## src/rtl/breakbeam_pkg.sv

```systemverilog
// Shared defaults for the break-beam debounce block.
package breakbeam_pkg;
    localparam int DEF_NUM_CH       = 2;
    localparam int DEF_SYNC_STAGES  = 2;
    localparam int MIN_SYNC_STAGES  = 2;
    localparam int DEF_CNT_WIDTH    = 12;
    localparam int DEF_PERIOD_WIDTH = 24;

    // Fewer than two flops would leave the first stage exposed to metastability.
    function automatic int clamp_sync(input int n);
        return (n < MIN_SYNC_STAGES) ? MIN_SYNC_STAGES : n;
    endfunction
endpackage

```

## src/rtl/breakbeam_chan.sv

```systemverilog
// One channel: polarity fix, synchronizer, debounce counter, edge strobes.
// din_clean follows a raw change SYNC_STAGES+eff_limit edges later; no backpressure.
module breakbeam_chan
    import breakbeam_pkg::*;
#(
    parameter int   SYNC_STAGES = DEF_SYNC_STAGES,
    parameter int   CNT_WIDTH   = DEF_CNT_WIDTH,
    parameter logic INVERT      = 1'b0
) (
    input  logic                 clk,
    input  logic                 reset,
    input  logic                 din_raw_i,
    input  logic [CNT_WIDTH-1:0] limit_i,
    output logic                 clean_o,
    output logic                 rise_o,
    output logic                 fall_o
);
    localparam int SYNC_N = clamp_sync(SYNC_STAGES);

    logic [SYNC_N-1:0]    sync_q, sync_d;
    logic [CNT_WIDTH-1:0] cnt_q, cnt_d, eff_limit;
    logic                 clean_q, clean_d;
    logic                 rise_q, rise_d;
    logic                 fall_q, fall_d;
    logic                 synced;

    assign sync_d    = {sync_q[SYNC_N-2:0], din_raw_i ^ INVERT};
    assign synced    = sync_q[SYNC_N-1];
    assign eff_limit = (limit_i == '0) ? CNT_WIDTH'(1) : limit_i;

    // >= rather than == so a limit lowered mid-count accepts on the next differing cycle.
    always_comb begin
        cnt_d   = '0;
        clean_d = clean_q;
        rise_d  = 1'b0;
        fall_d  = 1'b0;
        if (synced != clean_q) begin
            if (cnt_q >= eff_limit - 1'b1) begin
                clean_d = synced;
                rise_d  = synced;
                fall_d  = ~synced;
            end else begin
                cnt_d = cnt_q + 1'b1;
            end
        end
    end

    always_ff @(posedge clk) begin
        if (reset) begin
            sync_q  <= '0;
            cnt_q   <= '0;
            clean_q <= 1'b0;
            rise_q  <= 1'b0;
            fall_q  <= 1'b0;
        end else begin
            sync_q  <= sync_d;
            cnt_q   <= cnt_d;
            clean_q <= clean_d;
            rise_q  <= rise_d;
            fall_q  <= fall_d;
        end
    end

    assign clean_o = clean_q;
    assign rise_o  = rise_q;
    assign fall_o  = fall_q;
endmodule

```

## src/rtl/breakbeam_multi_debounce.sv

```systemverilog
// Multi-channel break-beam debouncer with a rise-to-rise period meter on channel 0.
// Period result appears one cycle after the closing rise_pulse[0]; no backpressure.
module breakbeam_multi_debounce
    import breakbeam_pkg::*;
#(
    parameter int                NUM_CH       = DEF_NUM_CH,
    parameter int                SYNC_STAGES  = DEF_SYNC_STAGES,
    parameter int                CNT_WIDTH    = DEF_CNT_WIDTH,
    parameter logic [NUM_CH-1:0] INVERT_MASK  = {NUM_CH{1'b0}},
    parameter int                PERIOD_WIDTH = DEF_PERIOD_WIDTH
) (
    input  logic                    clk,
    input  logic                    reset,
    input  logic [NUM_CH-1:0]       din_raw,
    input  logic [CNT_WIDTH-1:0]    debounce_limit,
    output logic [NUM_CH-1:0]       din_clean,
    output logic [NUM_CH-1:0]       rise_pulse,
    output logic [NUM_CH-1:0]       fall_pulse,
    output logic [PERIOD_WIDTH-1:0] period_cycles,
    output logic                    period_valid,
    output logic                    period_overflow
);
    localparam logic [PERIOD_WIDTH-1:0] PER_MAX = '1;

    for (genvar i = 0; i < NUM_CH; i++) begin : g_chan
        breakbeam_chan #(
            .SYNC_STAGES(SYNC_STAGES),
            .CNT_WIDTH  (CNT_WIDTH),
            .INVERT     (INVERT_MASK[i])
        ) u_chan (
            .clk      (clk),
            .reset    (reset),
            .din_raw_i(din_raw[i]),
            .limit_i  (debounce_limit),
            .clean_o  (din_clean[i]),
            .rise_o   (rise_pulse[i]),
            .fall_o   (fall_pulse[i])
        );
    end

    logic [PERIOD_WIDTH-1:0] per_cnt_q, per_cnt_d, per_cnt_inc;
    logic [PERIOD_WIDTH-1:0] period_q, period_d;
    logic                    armed_q, armed_d;
    logic                    valid_q, valid_d;
    logic                    ovf_q, ovf_d;

    // Saturating +1 doubles as the min(counter+1, all-ones) load value.
    assign per_cnt_inc = (per_cnt_q == PER_MAX) ? PER_MAX : per_cnt_q + 1'b1;

    always_comb begin
        per_cnt_d = per_cnt_inc;
        period_d  = period_q;
        armed_d   = armed_q;
        valid_d   = 1'b0;
        ovf_d     = ovf_q;
        if (rise_pulse[0]) begin
            per_cnt_d = '0;
            armed_d   = 1'b1;
            if (armed_q) begin
                period_d = per_cnt_inc;
                valid_d  = 1'b1;
                if (per_cnt_inc == PER_MAX) ovf_d = 1'b1;
            end
        end
    end

    always_ff @(posedge clk) begin
        if (reset) begin
            per_cnt_q <= '0;
            period_q  <= '0;
            armed_q   <= 1'b0;
            valid_q   <= 1'b0;
            ovf_q     <= 1'b0;
        end else begin
            per_cnt_q <= per_cnt_d;
            period_q  <= period_d;
            armed_q   <= armed_d;
            valid_q   <= valid_d;
            ovf_q     <= ovf_d;
        end
    end

    assign period_cycles   = period_q;
    assign period_valid    = valid_q;
    assign period_overflow = ovf_q;
endmodule

```

## config.mk

```make
export PLATFORM = sky130hd
export DESIGN_NAME = breakbeam_multi_debounce
export DESIGN_NICKNAME = d
export VERILOG_FILES = /design/src/rtl/breakbeam_pkg.sv /design/src/rtl/breakbeam_chan.sv /design/src/rtl/breakbeam_multi_debounce.sv
export SDC_FILE = /design/constraint.sdc
export NUM_CORES = 1
export LEC_CHECK = 0
export BUFFER_PORTS_ARGS = -buffer_cell sky130_fd_sc_hd__buf_2
export CAP_MARGIN = 25
export CORE_ASPECT_RATIO = 0.75
export CORE_MARGIN = 5
export CORE_UTILIZATION = 63
export DETAILED_ROUTE_END_ITERATION = 8
export PLACE_DENSITY = 0.9
export REMOVE_ABC_BUFFERS = 1
export SLEW_MARGIN = 20
export SYNTH_ARGS = -nofsm -noshare
export SYNTH_HDL_FRONTEND = slang
export SYNTH_SLANG_ARGS = --single-unit
```

## constraint.sdc

```tcl
create_clock -name clk -period 5.9 [get_ports clk]
set_input_delay 0.59 -clock clk [delete_from_list [all_inputs] [get_ports clk]]
set_output_delay 0.59 -clock clk [all_outputs]
set_load 0.01 [all_outputs]
```

After elaboration in Yosys (flattened, before gate mapping). Cells that the tools add are included.

Flip-flop bits (word level): 85. Input port bits: 16. Output and inout port bits: 32. Word-level logic and storage cells: 46.

$add $sub $neg: 4. $lt $le $gt $ge: 2. Eq/ne operators: 4. Multiplexer cells: 3. Bitwise operators: 7. Reduce and logical (&&, ||, !) cells: 11.

Operators by type and width (count): $eq A24 B24 Y1 const B (2); $add A12 B1 Y12 const B (2); $add A24 B1 Y24 const B (1); $ge A12 B12 Y1 (2); $mux W24 (1); $logic_not A12 Y1 (1); $mux W12 (1); $reduce_or A3 Y1 (4); $sub A12 B1 Y12 const B (1); $not A1 Y1 (7); $reduce_and A2 Y1 (3); $reduce_or A2 Y1 (2); $reduce_and A3 Y1 (1); $ne A1 B1 Y1 (2); $mux W1 (1).

Longest topological paths before layout.
Word-level depth: 6. Mapped depth: 16. Gate-level depth less buffers: 15.

Hierarchy. Synthesis repeated with hierarchy kept, for this count alone.

Cell total of the unflattened synthesis: 520. Area, all modules: 4506.8 sq um.

Modules (own cells, without submodules): breakbeam_multi_debounce (instances 1, cells each 272, area an instance 2319.7 sq um, sequential area each 1021.0 sq um); breakbeam_chan (instances 2, cells each 124, area an instance 1093.5 sq um, sequential area each 340.3 sq um).

Least setup slack after synthesis. OpenSTA, ideal clock, no wires.

Kind: input -> register. Start point: input port debounce_limit[3]. End point: register g_chan[0].u_chan.cnt_q[10]. Setup time: 0.065 ns. Data arrival time: 3.958 ns. Data required time: 5.835 ns. Path slack: 1.877 ns. Stages on the path: 16. Cells stage by stage: or4_1 or3_1 nor4_1 a21oi_1 ha_1 nand2b_1 nor4_1 xnor2_1 ha_1 o21ai_0 o21a_1 o21ai_0 a221oi_1 nand2_1 clkbuf_1 nor2_1.

Word-level cells in the longest chain between the ends: 5.

Ends and longest elaborated chain: from (decl) (RTL line breakbeam_multi_debounce.sv:15) `input logic [CNT_WIDTH-1:0] debounce_limit,`; $logic_not A12 Y1 (RTL line breakbeam_chan.sv:29) `assign eff_limit = (limit_i == '0) ? CNT_WIDTH'(1) : limit_i;`; $mux W12 * (RTL line breakbeam_chan.sv:29); $sub A12 B1 Y12 * (RTL line breakbeam_chan.sv:38) `if (cnt_q >= eff_limit - 1'b1) begin`; $ge A12 B12 Y1 * (RTL line breakbeam_chan.sv:38); $reduce_or A3 Y1 (no source line) *; to (signal assigned) (RTL line breakbeam_chan.sv:57) `cnt_q <= cnt_d;`; to (decl) (RTL line breakbeam_chan.sv:21) `logic [CNT_WIDTH-1:0] cnt_q, cnt_d, eff_limit;`.

Every way passes the cells marked *; elsewhere a longest branch is shown, timed or not. A chain may end at the register's enable or synchronous reset.

Final worst setup path.
Start point: input port debounce_limit[3]. End point: register g_chan[0].u_chan.cnt_q[11].

Same word-level chain as after synthesis.

==> results by group <==
Routing
  • DR pass1 iterations: 8
  • Routed Wire Length: 9.43 mm
  • DRC viols: 0
  • Iteration-0 DRC count of the detailed router: 345
  • WL/cell: between 15 and 20 um
  • Vias: ~3600
  • Detail Route Antenna Nets: 0
  • Via/cell ratio: 5.95

Placed design
  • Placed cell areas: 0.00439 mm2
  • I/O Buffers: 47
  • Post-DP HPWL: 6.82 mm
  • Final GP Congestion: ~1

Clock tree
  • Post-CTS Hold Buffers: 0
  • Post-cts sizing count: 0
  • Worst skew pair latency: ~0.36 ns
  • Sink Count: between 80 and 90
  • H-tree Lvls: 3
  • CTS max path bufs: 2
  • Root Buffer: clkbuf_8
  • Reg clk slew, reported paths: around 0.090 ns
  • Number of buffers created by CTS: 9
  • TritonCTS clock tree: built
  • Buffer count from post-CTS setup fixing: 0

Floorplan
  • DIE AREA: around 0.0084 mm2
  • Starting density of the core: about two thirds
  • Die W: 104 um
  • IO Count: 48
  • CORE AREA: 0.00638 mm2
  • Die H: 80.5 um
  • Core Rows: 25

Finish
  • Post-layout net count: roughly 560
  • Most common cell after layout, fill and taps aside: nor2_1
  • Area Growth Syn to Fin: 10.7%
  • Diodes inserted: 0
  • Final instance area: between 0.004 and 0.005 mm2
  • Commonest cells after routing, fill and taps aside: 99 x nor2_1, 85 x dfxtp_1, 47 x buf_2
  • Share of layout cells above drive strength 1: 14.0%

Pwr
  • PD cells: 238 mW/mm2
  • Max IR drop VDD: ~0.00015 V
  • Cell leakage power: 1.86 nW
  • Overall Power: ~1.1 mW

STA
  • Slew HR: about 50%
  • RSZ-0062 raised after global routing: false
  • Max Transition Viols Final: 0
  • Fin crit share: 78.6%
  • Hold Violations, Final: 0
  • Final setup violation count: 0
  • Minimum clock period: 4.63 ns
  • Clock Skew: around 0.0069 ns
  • F_max: 216 MHz
  • TNS Setup: 0 ns
  • Worst-Margin Slew: about 0.74 ns

Critical path
  • Crit. End Element: register
  • Maximum fanout along the worst path: 11
  • Startpoint Class: input pin
  • Arrival time worst endpoint: about 5 ns
  • CP max stage delay: 0.66 ns
  • Critical path, cell by cell: buf_2, or4_1, or3_1, nor4_1, a21oi_1, ha_1, nand2b_1, nor4_1, xnor2_1, ha_1, o21ai_0, o21a_1, o21ai_0, a221oi_1, nand2_1, a21oi_1
  • Critical Path RT: approximately 6.2 ns
  • Reg2Reg Setup Slack: ~3.1 ns
  • Critical path's slowest cell: a221oi_1
  • WS Path Type: input pin to register

Yosys
  • Mapped Avg Cell Area: around 8.7 um2
  • Top FF cell, synth: dfxtp_1
  • Post-synth EDFFs: 0
  • Post-Syn Area: around 0.0042 mm2
  • Synth top area cells: dfxtp_1 41%, nor2_1 8.9%, ha_1 8.4%
  • Post-Syn Instances: between 400 and 500
  • Seq cells post-synth: between 80 and 90
  • Post-synth cell types: 48
  • Biggest area consumer among synthesized cells: dfxtp_1
  • Yosys Warn Count: 0
  • Seq/Total Area, Yosys: between 40% and 50%
  • Post-synth top area share: between 40% and 50%
  • Synth async-reset ratio: 0%

Job
  • MaxCap Viol Count: 0

GRT
  • Largest net degree at the start of global routing: 42
  • Wire length of the first global-routing pass: 15.8 mm
  • Global route total overflow: 0
  • Total Routing Usage GR: approximately 23%
  • Number of global-route vias before repair: about 3300
  • Antenna violations before repair: 0

Worst hold path
  • Worst hold path type: input pin to register

Run status
  • Status: finished, final reports clean
per-stage QoR:
stage / utilization, % / setup WS [ns] / instances / hold slack (ns)
2_1_floorplan: - / 1.85 / 456 / 0.414
3_3_place_gp: 68.8 / 1.38 / 585 / 0.420
4_1_cts: 72.4 / 1.38 / 601 / 0.426
3_5_place_dp: 68.8 / 1.05 / 585 / 0.432
6_report: 72.4 / 1.27 / 601 / 0.434
5_1_grt: 72.4 / 1.07 / 601 / 0.449
path summary, 6_finish.rpt:
| kind | from | endpoint | cells after the start |
|---|---|---|---|
| setup / recovery | debounce_limit[3] | g_chan[0].u_chan.cnt_q[11]$_SDFF_PP0_ | 16 |
| hold / removal | din_raw[0] | g_chan[0].u_chan.sync_q[0]$_SDFF_PP0_ | 2 |
| setup reg to reg | per_cnt_q[0]$_SDFF_PP0_ | period_overflow$_SDFFE_PP0P_ | 7 |
| hold reg to reg | g_chan[1].u_chan.sync_q[0]$_SDFF_PP0_ | g_chan[1].u_chan.sync_q[1]$_SDFF_PP0_ | 1 |
layout make-up:
cell class | count | area (um2)
inverters | 9 | 33.8
flip-flops and latches | 85 | 1700
repair buffers | 48 | 243
clock buffers | 9 | 124
clock inverters | 7 | 106
fillers | 464 | 1760
well taps | 81 | 101
multi-input cells | 362 | 2310
power breakdown:
part	switching, mW	leakage [nW]	internal [mW]
Sequential	0.00293	0.686	0.577
Clock	0.224	0.116	0.246
Combinational	0.0302	1.06	0.0198
Total	0.257	1.86	0.842
registers in the layout, indices dropped and copies added (netlist names):
signal,cells
g_chan.u_chan.clean_o,2
per_cnt_q,24
period_cycles,24
armed_q,1
g_chan.u_chan.rise_o,2
g_chan.u_chan.cnt_q,24
g_chan.u_chan.fall_o,2
period_valid,1
g_chan.u_chan.sync_q,4
period_overflow,1
cells by family after synthesis:
group,Yosys count,share of synthesized area [%]
AO/OA/AOI/OAI,65,10.9
XOR/XNOR,47,9.86
adder cells (fa/ha/maj),28,8.39
buffers and inverters,35,3.89
flip-flops,85,40.7
multiplexers,5,1.20
AND/OR/NAND/NOR,217,25.0
metal layers:
metal	vias up	wire (um)	GRT usage (%)
met5	-	0	0
met4	0	218	7.89
met3	33	718	6.18
met2	145	4140	36.3
met1	1652	4360	30.8
li1	1747	-	-
cell usage after synthesis (2+ instances only):
cell type / number
nand2b_1: 4
nand4_1: 10
or3_1: 3
xnor2_1: 25
nor3_1: 10
or2_2: 2
a311oi_1: 6
a211o_1: 2
nand4_2: 2
and3_1: 12
buf_1: 3
or4_1: 2
o21ai_0: 12
a21o_1: 4
inv_1: 9
and2_1: 3
nor2b_1: 6
mux2i_1: 5
o21a_1: 3
ha_1: 28
xor2_1: 22
nand3_1: 25
a21oi_1: 13
dfxtp_1: 85
buf_4: 6
nor2_1: 99
and4_1: 3
nand2_1: 24
nor4_1: 6
clkbuf_1: 15
a211oi_1: 16
critical path: cells and delay by family:
kind	cells	cell delay, ns
and+or+nand+nor	6	1.90
AOI/OAI and AO/OA	6	1.46
adders and majority gates	2	0.55
xor gates and xnor gates	1	0.29
buffers and inverters	1	0.13
(Power assumes the default switching activity.)
